### src/rtl/video_comp_pkg.sv
// Shared register map, reset defaults and layer-bus helper for the layer compositor.
package video_comp_pkg;

    localparam logic [13:0] REG_EN  = 14'd0;
    localparam logic [13:0] REG_BG  = 14'd1;
    localparam logic [13:0] REG_KEY = 14'd2;
    localparam logic [13:0] REG_CLR = 14'd3;

    localparam logic [11:0] BG_DEFAULT = 12'h008;

    // Helper bounds; callers zero-extend their flat bus to MaxBus bits.
    localparam int unsigned MaxBus = 256;
    localparam int unsigned MaxCd  = 32;

    function automatic logic [MaxCd-1:0] layer_at(input logic [MaxBus-1:0] bus,
                                                  input int unsigned idx,
                                                  input int unsigned cd);
        logic [MaxBus-1:0] sh;
        logic [MaxCd-1:0]  r;
        sh = bus >> (idx * cd);
        for (int unsigned b = 0; b < MaxCd; b++) begin
            r[b] = (b < cd) ? sh[b] : 1'b0;
        end
        return r;
    endfunction

endpackage

### src/rtl/comp_fifo.sv
// Synchronous first-word-fall-through FIFO with occupancy count.
module comp_fifo #(
    parameter int unsigned Width = 13,
    parameter int unsigned Depth = 8,
    parameter int unsigned CntW  = $clog2(Depth + 1)
) (
    input  logic             clk,
    input  logic             reset,
    input  logic             push_i,
    input  logic [Width-1:0] push_data_i,
    input  logic             pop_i,
    output logic [Width-1:0] data_o,
    output logic             valid_o,
    output logic [CntW-1:0]  count_o
);

    localparam int unsigned PtrW = (Depth > 1) ? $clog2(Depth) : 1;

    logic [Width-1:0] mem_q [Depth];
    logic [PtrW-1:0]  wr_ptr_q, rd_ptr_q;
    logic [CntW-1:0]  count_q, count_d;
    logic             do_push, do_pop;

    function automatic logic [PtrW-1:0] ptr_inc(input logic [PtrW-1:0] p);
        return (p == PtrW'(Depth - 1)) ? '0 : p + 1'b1;
    endfunction

    assign do_pop  = pop_i && (count_q != '0);
    assign do_push = push_i && ((count_q != CntW'(Depth)) || do_pop);
    assign valid_o = (count_q != '0);
    assign data_o  = valid_o ? mem_q[rd_ptr_q] : '0;
    assign count_o = count_q;

    always_comb begin
        count_d = count_q;
        if (do_push && !do_pop) begin
            count_d = count_q + 1'b1;
        end else if (!do_push && do_pop) begin
            count_d = count_q - 1'b1;
        end
    end

    always_ff @(posedge clk or posedge reset) begin
        if (reset) begin
            wr_ptr_q <= '0;
            rd_ptr_q <= '0;
            count_q  <= '0;
        end else begin
            if (do_push) wr_ptr_q <= ptr_inc(wr_ptr_q);
            if (do_pop)  rd_ptr_q <= ptr_inc(rd_ptr_q);
            count_q <= count_d;
        end
    end

    always_ff @(posedge clk) begin
        if (do_push) mem_q[wr_ptr_q] <= push_data_i;
    end

endmodule

### src/rtl/video_layer_compositor.sv
// Priority/chroma-key layer merger with credit-gated pixel issue and an output FIFO
// that absorbs sync-core backpressure for the fixed-latency layer pipeline.
module video_layer_compositor
    import video_comp_pkg::*;
#(
    parameter int unsigned CD        = 12,
    parameter int unsigned NL        = 4,
    parameter int unsigned HMAX      = 640,
    parameter int unsigned VMAX      = 480,
    parameter int unsigned LAT       = 2,
    parameter int unsigned FD        = 8,
    parameter logic [CD-1:0] KEY_COLOR = '0
) (
    input  logic             clk,
    input  logic             reset,
    input  logic             cs,
    input  logic             write,
    input  logic [13:0]      addr,
    input  logic [31:0]      wr_data,
    output logic [10:0]      x,
    output logic [10:0]      y,
    output logic             inc,
    input  logic [NL*CD-1:0] layer_rgb,
    output logic [CD:0]      so_data,
    output logic             so_valid,
    input  logic             so_ready
);

    localparam int unsigned CntW = $clog2(FD + 1);
    localparam int unsigned IfW  = $clog2(LAT + 2);

    logic [NL-1:0]   en_q;
    logic [CD-1:0]   bg_q, key_q, rgb_q, comp_rgb;
    logic            clr_q, reg_wr, issue_fs;
    logic [10:0]     x_q, y_q;
    logic [LAT:0]    vld_q, fs_q;
    logic [CntW-1:0] fifo_cnt;
    logic [IfW-1:0]  in_flight;
    logic            unused_wr;

    assign unused_wr = ^wr_data[31:CD];
    assign reg_wr    = cs && write;

    // A pending sync_clr redirects the next issued pixel to the frame origin.
    assign x        = clr_q ? '0 : x_q;
    assign y        = clr_q ? '0 : y_q;
    assign issue_fs = (x == '0) && (y == '0);

    always_comb begin
        in_flight = '0;
        for (int i = 0; i <= int'(LAT); i++) begin
            if (vld_q[i]) in_flight = in_flight + IfW'(1);
        end
    end

    // Every outstanding pixel already owns a FIFO slot, so a push can never find it full.
    assign inc = !reset && ((32'(fifo_cnt) + 32'(in_flight)) < FD);

    always_comb begin
        logic [CD-1:0] lyr;
        comp_rgb = bg_q;
        for (int i = int'(NL) - 1; i >= 0; i--) begin
            lyr = CD'(layer_at(MaxBus'(layer_rgb), unsigned'(i), CD));
            if (en_q[i] && (lyr != key_q)) comp_rgb = lyr;
        end
    end

    always_ff @(posedge clk or posedge reset) begin
        if (reset) begin
            en_q  <= '1;
            bg_q  <= CD'(BG_DEFAULT);
            key_q <= KEY_COLOR;
            clr_q <= 1'b0;
            x_q   <= '0;
            y_q   <= '0;
            vld_q <= '0;
            fs_q  <= '0;
            rgb_q <= '0;
        end else begin
            if (reg_wr) begin
                case (addr)
                    REG_EN:  en_q  <= wr_data[NL-1:0];
                    REG_BG:  bg_q  <= wr_data[CD-1:0];
                    REG_KEY: key_q <= wr_data[CD-1:0];
                    default: ;
                endcase
            end
            clr_q <= (clr_q && !inc) || (reg_wr && (addr == REG_CLR));
            vld_q <= {vld_q[LAT-1:0], inc};
            fs_q  <= {fs_q[LAT-1:0], inc && issue_fs};
            rgb_q <= comp_rgb;
            if (inc) begin
                if (x == 11'(HMAX - 1)) begin
                    x_q <= '0;
                    y_q <= (y == 11'(VMAX - 1)) ? '0 : y + 1'b1;
                end else begin
                    x_q <= x + 1'b1;
                    y_q <= y;
                end
            end
        end
    end

    comp_fifo #(
        .Width(CD + 1),
        .Depth(FD),
        .CntW (CntW)
    ) u_fifo (
        .clk        (clk),
        .reset      (reset),
        .push_i     (vld_q[LAT]),
        .push_data_i({rgb_q, fs_q[LAT]}),
        .pop_i      (so_valid && so_ready),
        .data_o     (so_data),
        .valid_o    (so_valid),
        .count_o    (fifo_cnt)
    );

endmodule

### config.mk
export PLATFORM = sky130hd
export DESIGN_NAME = video_layer_compositor
export DESIGN_NICKNAME = d
export VERILOG_FILES = /design/src/rtl/video_comp_pkg.sv /design/src/rtl/comp_fifo.sv /design/src/rtl/video_layer_compositor.sv
export SDC_FILE = /design/constraint.sdc
export NUM_CORES = 1
export LEC_CHECK = 0
export BUFFER_PORTS_ARGS = -buffer_cell sky130_fd_sc_hd__buf_4
export CORE_MARGIN = 3
export CORE_UTILIZATION = 57
export DETAILED_ROUTE_END_ITERATION = 7
export HOLD_SLACK_MARGIN = 0.15
export PLACE_DENSITY = 0.88
export SETUP_SLACK_MARGIN = 0.05
export SYNTH_ARGS = -nofsm -noshare
export SYNTH_HDL_FRONTEND = slang
export SYNTH_SLANG_ARGS = --single-unit
### constraint.sdc
create_clock -name clk -period 3.3 [get_ports clk]
set_input_delay 0.495 -clock clk [delete_from_list [all_inputs] [get_ports clk]]
set_output_delay 0.495 -clock clk [all_outputs]
set_load 0.005 [all_outputs]
======== Yosys cells after proc, flatten, opt, wreduce, memory -nomap -nowiden ========
Memory sizes are Yosys's and may differ from the RTL's.
Index checks and enable logic that the tools add are counted.
storage, ports and cells
  register bits after elaboration ......... 79
  memory bits (writable) .................. 104
  input port bits ......................... 99
  word-level logic and storage cells ...... 83
  memories ................................ 1
operators by class
  add/sub/neg operators ................... 9
  $lt $le $gt $ge ......................... 1
  equality and inequality tests ........... 12
  muxes and demuxes ....................... 19
  reductions and logical operators ........ 29
memories
  name          words  bits a word  rd ports  clocked after Yosys merged registers in  wr ports  line             RTL
  u_fifo.mem_q  8      13           1         0                                        1         comp_fifo.sv:19  logic [Width-1:0] mem_q [Depth];
operators by type and width
  operator                 number
  $mux W11                 5
  $mux W12                 4
  $ne A12 B12 Y1           4
  $eq A14 B2 Y1 const B    2
  $add A11 B1 Y11 const B  2
  $logic_not A11 Y1        2
  $logic_and A1 B1 Y1      15
  $eq A14 B1 Y1 const B    1
  $logic_not A14 Y1        1
  $mux W13                 1
  $eq A11 B10 Y1 const B   1
  $eq A11 B9 Y1 const B    1
  $mux W4                  2
  $add A3 B1 Y3 const B    2
  $eq A3 B3 Y1 const B     2
  $mux W3                  2
  $reduce_and A2 Y1        3
  $add A4 B2 Y5            1
  $lt A5 B4 Y1 const B     1
  $add A2 B1 Y2 const B    2
  $add A4 B1 Y4 const B    1
  $logic_not A1 Y1         4
  $mux W2                  2
  $ne A4 B4 Y1 const B     1
  other kinds (5)          8

======== Depth between registers and ports, before layout ========
Gate-level depths: netlist of the first run.
  depth after elaboration ................. 11
  gate-level depth with buffers ........... 13

======== By module ========
From an unflattened synthesis of the first run, not the netlist that was laid out.
unflattened totals
  cells, all modules ...................... 644
  area total of the unflattened synthesis .. 8,851.0 um2
by module, submodules not included
  module                  times used  cells an instance  area an instance (um2)  seq. area each (um2)
  comp_fifo               1           219                4,573.1                 3,373.2
  video_layer_compositor  1           425                4,277.9                 1,732.9

======== Worst setup path after synthesis of the first run ========
Ideal clock, no wire load.
  path type ............................... flip-flop to flip-flop
  start ................................... register clr_q
  end ..................................... register y_q[8]
  arrival ................................. 2,714 ps
  data required time ...................... 3,221 ps
  path slack .............................. 506 ps
  cell stages (with the launch flop) ...... 13
  path buffers ............................ 4
  cells stage by stage .................... dfrtp_1 > clkbuf_1 > clkbuf_1 > clkbuf_1 > nand2b_1 > inv_1 > ha_1 > nand4b_1 > nor4bb_1 > buf_2 > nand4_1 > or3b_2 > mux2i_1
RTL lines
  item                      line                          RTL
  start: declaration        video_layer_compositor.sv:34  logic clr_q, reg_wr, issue_fs;
  start signal: assignment  video_layer_compositor.sv:88  clr_q <= (clr_q && !inc) || (reg_wr && (addr == REG_CLR));
  $mux W11                  video_layer_compositor.sv:45  assign x = clr_q ? '0 : x_q;
  net x[1]                  video_layer_compositor.sv:20  output logic [10:0] x,
  $eq A11 B10 Y1            video_layer_compositor.sv:93  if (x == 11'(HMAX - 1)) begin
  $mux W11                  video_layer_compositor.sv:93
  end signal: assignment    video_layer_compositor.sv:95  y_q <= (y == 11'(VMAX - 1)) ? '0 : y + 1'b1;
  end signal: assignment    video_layer_compositor.sv:98  y_q <= y;
  end: declaration          video_layer_compositor.sv:35  logic [10:0] x_q, y_q;
The timed path passes the listed nets, and every way through them passes these cells.
A chain may end at the register's enable or synchronous reset.

======== Worst setup path after layout of the first run ========
  start ................................... register vld_q[0]
  end ..................................... output port inc
on the way
  word-level cells in the longest chain between the ends .. 8
RTL lines
  item                      line                          RTL
  start: declaration        video_layer_compositor.sv:36  logic [LAT:0] vld_q, fs_q;
  start signal: assignment  video_layer_compositor.sv:89  vld_q <= {vld_q[LAT-1:0], inc};
  $mux W1 (*)               video_layer_compositor.sv:52  if (vld_q[i]) in_flight = in_flight + IfW'(1);
  $add A2 B1 Y2             video_layer_compositor.sv:52
  $mux W2 (*)               video_layer_compositor.sv:52
  $add A2 B1 Y2             video_layer_compositor.sv:52
  $mux W2 (*)               video_layer_compositor.sv:52
  $add A4 B2 Y5 (*)         video_layer_compositor.sv:57  assign inc = !reset && ((32'(fifo_cnt) + 32'(in_flight)) < FD);
  $lt A5 B4 Y1 (*)          video_layer_compositor.sv:57
  $logic_and A1 B1 Y1 (*)   video_layer_compositor.sv:57
  end: declaration          video_layer_compositor.sv:22  output logic inc,
Mark *: on every way between the ends. The rest lies on a longest branch, timed or not.

==> results of run 1 <==
-- critical path: cells and delay by family, from the launching register on --
family,cells,cell delay [ns]
buffers and inverters,2,0.41
DFF,1,0.40
and+or+nand+nor,1,0.10
adders and majority gates,2,0.49
AOI/OAI and AO/OA,3,0.57
-- final timing paths --
check	start	endpoint	slack, ns	cells past startpoint
min in group clk	wr_data[9]	bg_q[9]	0.30	2
max in group asynchronous	reset	en_q[2]	2.24	3
max reg2reg	clr_q	y_q[8]	0.58	9
max	vld_q[0]	inc	0.41	8
min	reset	vld_q[2]	0.23	2
min reg2reg	fs_q[0]	fs_q[1]	0.36	0
-- per-stage QoR --
step / utilization [%] / cell area, um^2 / power [uW]
2_1_floorplan: - / 9050 / 4120
3_3_place_gp: 66.4 / 10200 / 4820
3_5_place_dp: 66.4 / 10200 / 4940
4_1_cts: 70.0 / 10800 / 6870
5_1_grt: 70.0 / 10800 / 7170
6_report: 70.0 / 10800 / 6830
-- final cells by class --
class	count	area, um^2
sequential	183	5110
timing repair buffer	140	1050
inverter	29	110
tap	211	264
clock inverter	13	113
clock buffer	19	443
fill	1049	4610
multi-input combinational	432	3670
-- power by group --
group	leakage (uW)	switching (uW)	internal (uW)
registers	0.00194	268	2670
clock network	0.000270	892	1010
logic	0.00222	971	1020
-- cells in the mapped netlist (all sizes together) (3+ instances only) --
library cell  number
and2              13
nor2b             18
a311oi            13
dfrtp             74
nor2              35
ha                14
nor4              15
nor3              10
nand3              9
mux4              26
inv               28
o21ai             27
mux2              28
mux2i             28
edfxtp           104
dfstp              5
buf               13
and3               7
a21oi             10
a21o               3
a221oi            12
clkbuf            32
xor2              27
or4                4
nand4             13
o31ai             20
nand2             32
xnor2             28
nand2b            12
-- state kept, by name (all words and copies together), names as in the netlist --
signal / count
u_fifo.count_o: 4
bg_q: 12
u_fifo.wr_ptr_q: 3
en_q: 4
key_q: 12
clr_q: 1
u_fifo.mem_q: 104
fs_q: 3
y_q: 11
rgb_q: 12
u_fifo.rd_ptr_q: 3
x_q: 11
vld_q: 3
-- routing by layer --
metal / GRT usage [%] / share of wire [%] / vias to the layer above
li1: - / - / 2804
met1: 31.7 / 39 / 3152
met5: 0 / 0 / -
met3: 5.95 / 7.5 / 65
met2: 43.5 / 51 / 325
met4: 8.34 / 2.4 / 0
-- cells by family (layout without fill, tap and decap cells) --
logic type,after synthesis,count (layout),synth area share [%]
AOI/OAI and AO/OA,99,99,7.77
buffers and inverters,74,201,3.36
DFF,183,183,56.4
muxes,82,82,13.5
xor gates and xnor gates,55,55,5.33
adders and majority gates,15,15,2.16
and+or+nand+nor,181,181,11.5
==> impl_metrics.yaml, run 1 <==
sta:
  setup-violations-final: 0
  final_critical_path_setup_slack_ns: 0.411
  post-route-period-util_pct: 87.6
  report.final.hold_viol_count: 0
  setup_tns_ns: 0
  max_freq_mhz: 346
  unrepaired_setup_endpoints_after_global_routing: "false"
  minimum_period_implied_by_the_final_worst_setup_slack_ns: 2.89
  finalHoldWorstSlack_ns: 0.226
  timing.max_slew.rel_slack_pct: 28.1
  skew_ns: 0.0124
  tightest_slew_ns: 1.07
  final_max_slew_viol_count: 0
synth:
  ys_seq_elements: 183
  synth.largest_area_cell: "sky130_fd_sc_hd__edfxtp_1"
  yosys.area.top_type_share_pct: 34.5
  number_of_synthesized_flops_with_an_enable_pin: 104
  synth.distinct_cells: 62
  mappedNetlistNets: 803
  top_cells_by_area_synth: "sky130_fd_sc_hd__edfxtp_1 35%, sky130_fd_sc_hd__dfrtp_1 20%, sky130_fd_sc_hd__mux4_2 6.5%"
  syn_inst: 689
  synth.cell_area_mm2: 0.00905
  synth_top_flop_cell: "sky130_fd_sc_hd__edfxtp_1"
  synth_area_per_cell_um2: 13.1
  ys_async_sr_fraction_pct: 43.2
  synth-seq-area-share_pct: 56.4
  synthesis.yosys.warnings: 0
placement:
  post-place-cells: 995
  gp_congestion: 0.930
  place_worst_setup_slack_ns: 0.579
  buffer_ports.inserted: 115
  dpl.hpwl_um: 14700
critical_path:
  worst-endpoint-required_ns: 2.80
  cp_slowest_stage_delay_ns: 0.40
  critPathSlowestCell: "sky130_fd_sc_hd__dfrtp_1"
  cp.arrival_ns: 2.39
  path_class: "register to output pin"
  critical_path.cell_chain: "ha_1 > nor2_1 > a21oi_1 > ha_1 > a31o_1 > a211o_1 > clkinv_1 > buf_4"
  critPathMaxFanout: 11
  timing.critical_path.to_type: "output pin"
  crit_top_cell: "sky130_fd_sc_hd__ha_1"
  start_kind: "register"
floorplanning:
  rows: 45
  initial_core_util_pct: 58.9
  design.die.area_mm2: 0.0174
  core_region_area_mm2: 0.0154
  fp.dieH_um: 132
  floorplan.io_pins: 136
  die_width_um: 132
route:
  post_detailed_route_drc_marker_count: 0
  drt_iter0_drc: 652
  detail_route.vias_per_cell: 6.18
  wl_per_cell_um: 21.0
  routed_wl_um: 21600
  postRouteAntennaNets: 0
  detailroute.via_count: 6346
  drtPass1Iterations: 5
global_route:
  grt_antenna_before_repair: 0
  grt_max_degree: 47
  grt_usage_pct: 25.2
  number_of_global_route_vias_before_repair: 6497
  grt.overflow.total: 0
  grt_first_pass_wirelength_um: 34400
power:
  power_per_cell_area_mw_per_mm2: 635
  power.ir.vdd_worst_v: 0.000376
  total_leakage_power_uw: 0.00442
final_layout:
  final_cells: 1027
  post_route_cells_drive_above_1_share_pct: 30.3
  layout.cells.most_common_list: "140 x sky130_fd_sc_hd__buf_4, 104 x sky130_fd_sc_hd__edfxtp_1, 74 x sky130_fd_sc_hd__dfrtp_1"
  antenna_cells_inserted: 0
  fin_nets: 917
  syn2layout_area_growth_pct: 18.9
  mostFrequentLayoutCell: "sky130_fd_sc_hd__buf_4"
run_status:
  run_status: "complete, no violations"
clock_network:
  cts_buffers: 17
  cts.clk_slew.worst_paths_ns: 0.07
  clk-insertion-delay-late_ns: 0.43
  cts_tree: "built"
  cts-htree-levels: 4
  numClockSinks: 183
  postCtsSetupBuffers: 0
  cts_root_buf: "sky130_fd_sc_hd__clkbuf_16"
  post_cts_resized: 0
  cts_max_path_buffers: 2
  cts_hold_buffers: 0
run:
  drv_cap: 0
worst_hold_path:
  min_path_type: "input pin to asynchronous set/reset pin"
Power figures use the tool's default switching activity.
==> run 2, diff against run 1 <==
Settings changed: CORE_MARGIN 3 to unset, CORE_UTILIZATION 57 to 62, PLACE_DENSITY 0.88 to 0.94.
Clock period 3.3 ns to 3.7 ns, I/O delays scaled along.
==> impl_metrics.yaml, run 2 (synthesis gave the netlist of run 1 again) <==
global_route:
  grt_most_used_layer: "met2"
  number_of_global_route_vias_before_repair: 6079
  grt_use_met3_pct: 5.02
  grtUsageMet1_pct: 39.7
  grt_max_degree: 46
  grt_antenna_before_repair: 0
  grt.overflow.total: 0
  grt_util_met2_pct: 48.1
  grt_first_pass_wirelength_um: 32700
  grt_usage_pct: 29.5
critical_path:
  launch_point_of_the_worst_reg_to_reg_path: "u_fifo.count_o[0]"
  worst_setup_path_startpoint: "vld_q[0]"
  worst_r2r_endpoint: "u_fifo.count_o[3]"
  timing.reg2reg.worst_path_depth: 10
  critical_path.cell_chain: "ha_1 > nor2_1 > a21oi_1 > ha_1 > a31o_1 > a211o_1 > buf_4 > clkinv_1 > buf_4"
  critical_path_buf_inv_count: 3
  critical-path-top-delay-family: "buffers and inverters"
  critPathMaxFanout: 36
  timing.critical_path.to_type: "output pin"
  critPathSlowestCell: "sky130_fd_sc_hd__clkinv_1"
  cp.arrival_ns: 2.75
  cp_slowest_stage_delay_ns: 0.43
  worst-endpoint-required_ns: 3.14
  start_kind: "register"
  cp.depth: 9
  path_class: "register to output pin"
  reg2reg_setup_slack_ns: 0.56
  endpoint: "inc"
route:
  detailroute.via_count: 6350
  wl_per_cell_um: 20.9
  post_detailed_route_drc_marker_count: 0
  drtPass1Iterations: 6
  detail_route.vias_per_cell: 6.39
  postRouteAntennaNets: 0
  routed_wl_um: 20700
  drt_iter0_drc: 633
sta:
  timing.max_slew.rel_slack_pct: 27.0
  setup-violations-final: 0
  skew_ns: 0.0146
  final_max_slew_viol_count: 0
  post-route-period-util_pct: 89.4
  minimum_period_implied_by_the_final_worst_setup_slack_ns: 3.31
  tightest_slew_ns: 1.09
  unrepaired_setup_endpoints_after_global_routing: "false"
  setup_tns_ns: 0
  report.final.hold_viol_count: 0
  max_freq_mhz: 302
final_layout:
  fin_nets: 915
  post_route_cells_drive_above_1_share_pct: 30.2
  post-route-util_pct: 76.5
  syn2layout_area_growth_pct: 18.7
  largest_reg_flops: 104
  mostFrequentLayoutCell: "sky130_fd_sc_hd__buf_4"
  antenna_cells_inserted: 0
  regMostFlops: "u_fifo.mem_q"
  layout.cells.most_common_list: "138 x sky130_fd_sc_hd__buf_4, 104 x sky130_fd_sc_hd__edfxtp_1, 74 x sky130_fd_sc_hd__dfrtp_1"
floorplanning:
  rows: 43
  die_width_um: 123
  design.die.area_mm2: 0.0151
  floorplan.io_pins: 136
  initial_core_util_pct: 64.4
  fp.dieH_um: 123
  core_region_area_mm2: 0.0140
placement:
  dpl.hpwl_um: 14100
  gp_congestion: 0.915
  buffer_ports.inserted: 115
clock_network:
  numClockSinks: 183
  post_cts_resized: 0
  cts_max_path_buffers: 2
  cts-htree-levels: 4
  cts_hold_buffers: 0
  cts_root_buf: "sky130_fd_sc_hd__clkbuf_16"
  postCtsSetupBuffers: 0
  cts.clk_slew.worst_paths_ns: 0.07
  cts_tree: "built"
  clk-insertion-delay-late_ns: 0.44
  cts_buffers: 17
worst_hold_path:
  min_path_type: "input pin to asynchronous set/reset pin"
power:
  total_leakage_power_uw: 0.00443
  power_per_cell_area_mw_per_mm2: 572
  power.ir.vdd_worst_v: 0.000371
run:
  drv_cap: 0
run_status:
  run_status: "complete, no violations"
## run 2: through the flow
stage / power [uW] / instances / instance area (um^2) / hold WS (ns) / setup slack [ns]
finish: 6150 / 994 / 10700 / 0.254 / 0.393
global route: 6450 / 994 / 10700 / 0.321 / 0.208
CTS: 6170 / 994 / 10700 / 0.271 / 0.423
detailed placement: 4380 / 962 / 10100 / 0.344 / 0.432
global placement: 4270 / 962 / 10100 / 0.333 / 0.583
floorplan: 3680 / 689 / 9050 / 0.331 / 0.906
## run 2: final cells by class
type / count / area, um^2
clock inverters: 14 / 158
multi-input cells: 432 / 3670
flip-flops and latches: 183 / 5110
clock buffers: 18 / 429
fillers: 795 / 3310
well taps: 180 / 225
inverters: 29 / 110
repair buffers: 138 / 1040
## run 2: worst min-delay path by stage
stage,start,endpoint,slack [ns],cells after the start
after floorplan,fs_q[0],fs_q[1],0.33,0
after global placement,fs_q[0],fs_q[1],0.33,0
after detailed placement,fs_q[0],fs_q[1],0.34,0
after CTS,reset,y_q[10],0.27,2
after global routing,reset,y_q[10],0.32,2
final,reset,y_q[10],0.25,2
## run 2: layer usage
| layer | up-vias | part of all wire [%] |
|---|---|---|
| met2 | 369 | 50 |
| li1 | 2807 | - |
| met3 | 49 | 7.9 |
| met1 | 3125 | 39 |
| met5 | - | 0 |
| met4 | 0 | 2.6 |
## run 2: power breakdown
group / total [uW] / internal, uW / switching, uW / leakage [uW]
clock network: 1800 / 962 / 843 / 0.000284
logic: 1700 / 900 / 801 / 0.00221
registers: 2640 / 2380 / 262 / 0.00194
total: 6150 / 4240 / 1910 / 0.00443
## run 2: worst register-to-register path: cells and delay by family, from the launching register on
| family | cells | cell delay, ns |
|---|---|---|
| compound gates | 3 | 1.33 |
| xor+xnor | 2 | 0.27 |
| fa+ha+maj | 2 | 0.52 |
| buf+inv | 2 | 0.36 |
| flops | 1 | 0.48 |
| simple gates | 1 | 0.06 |
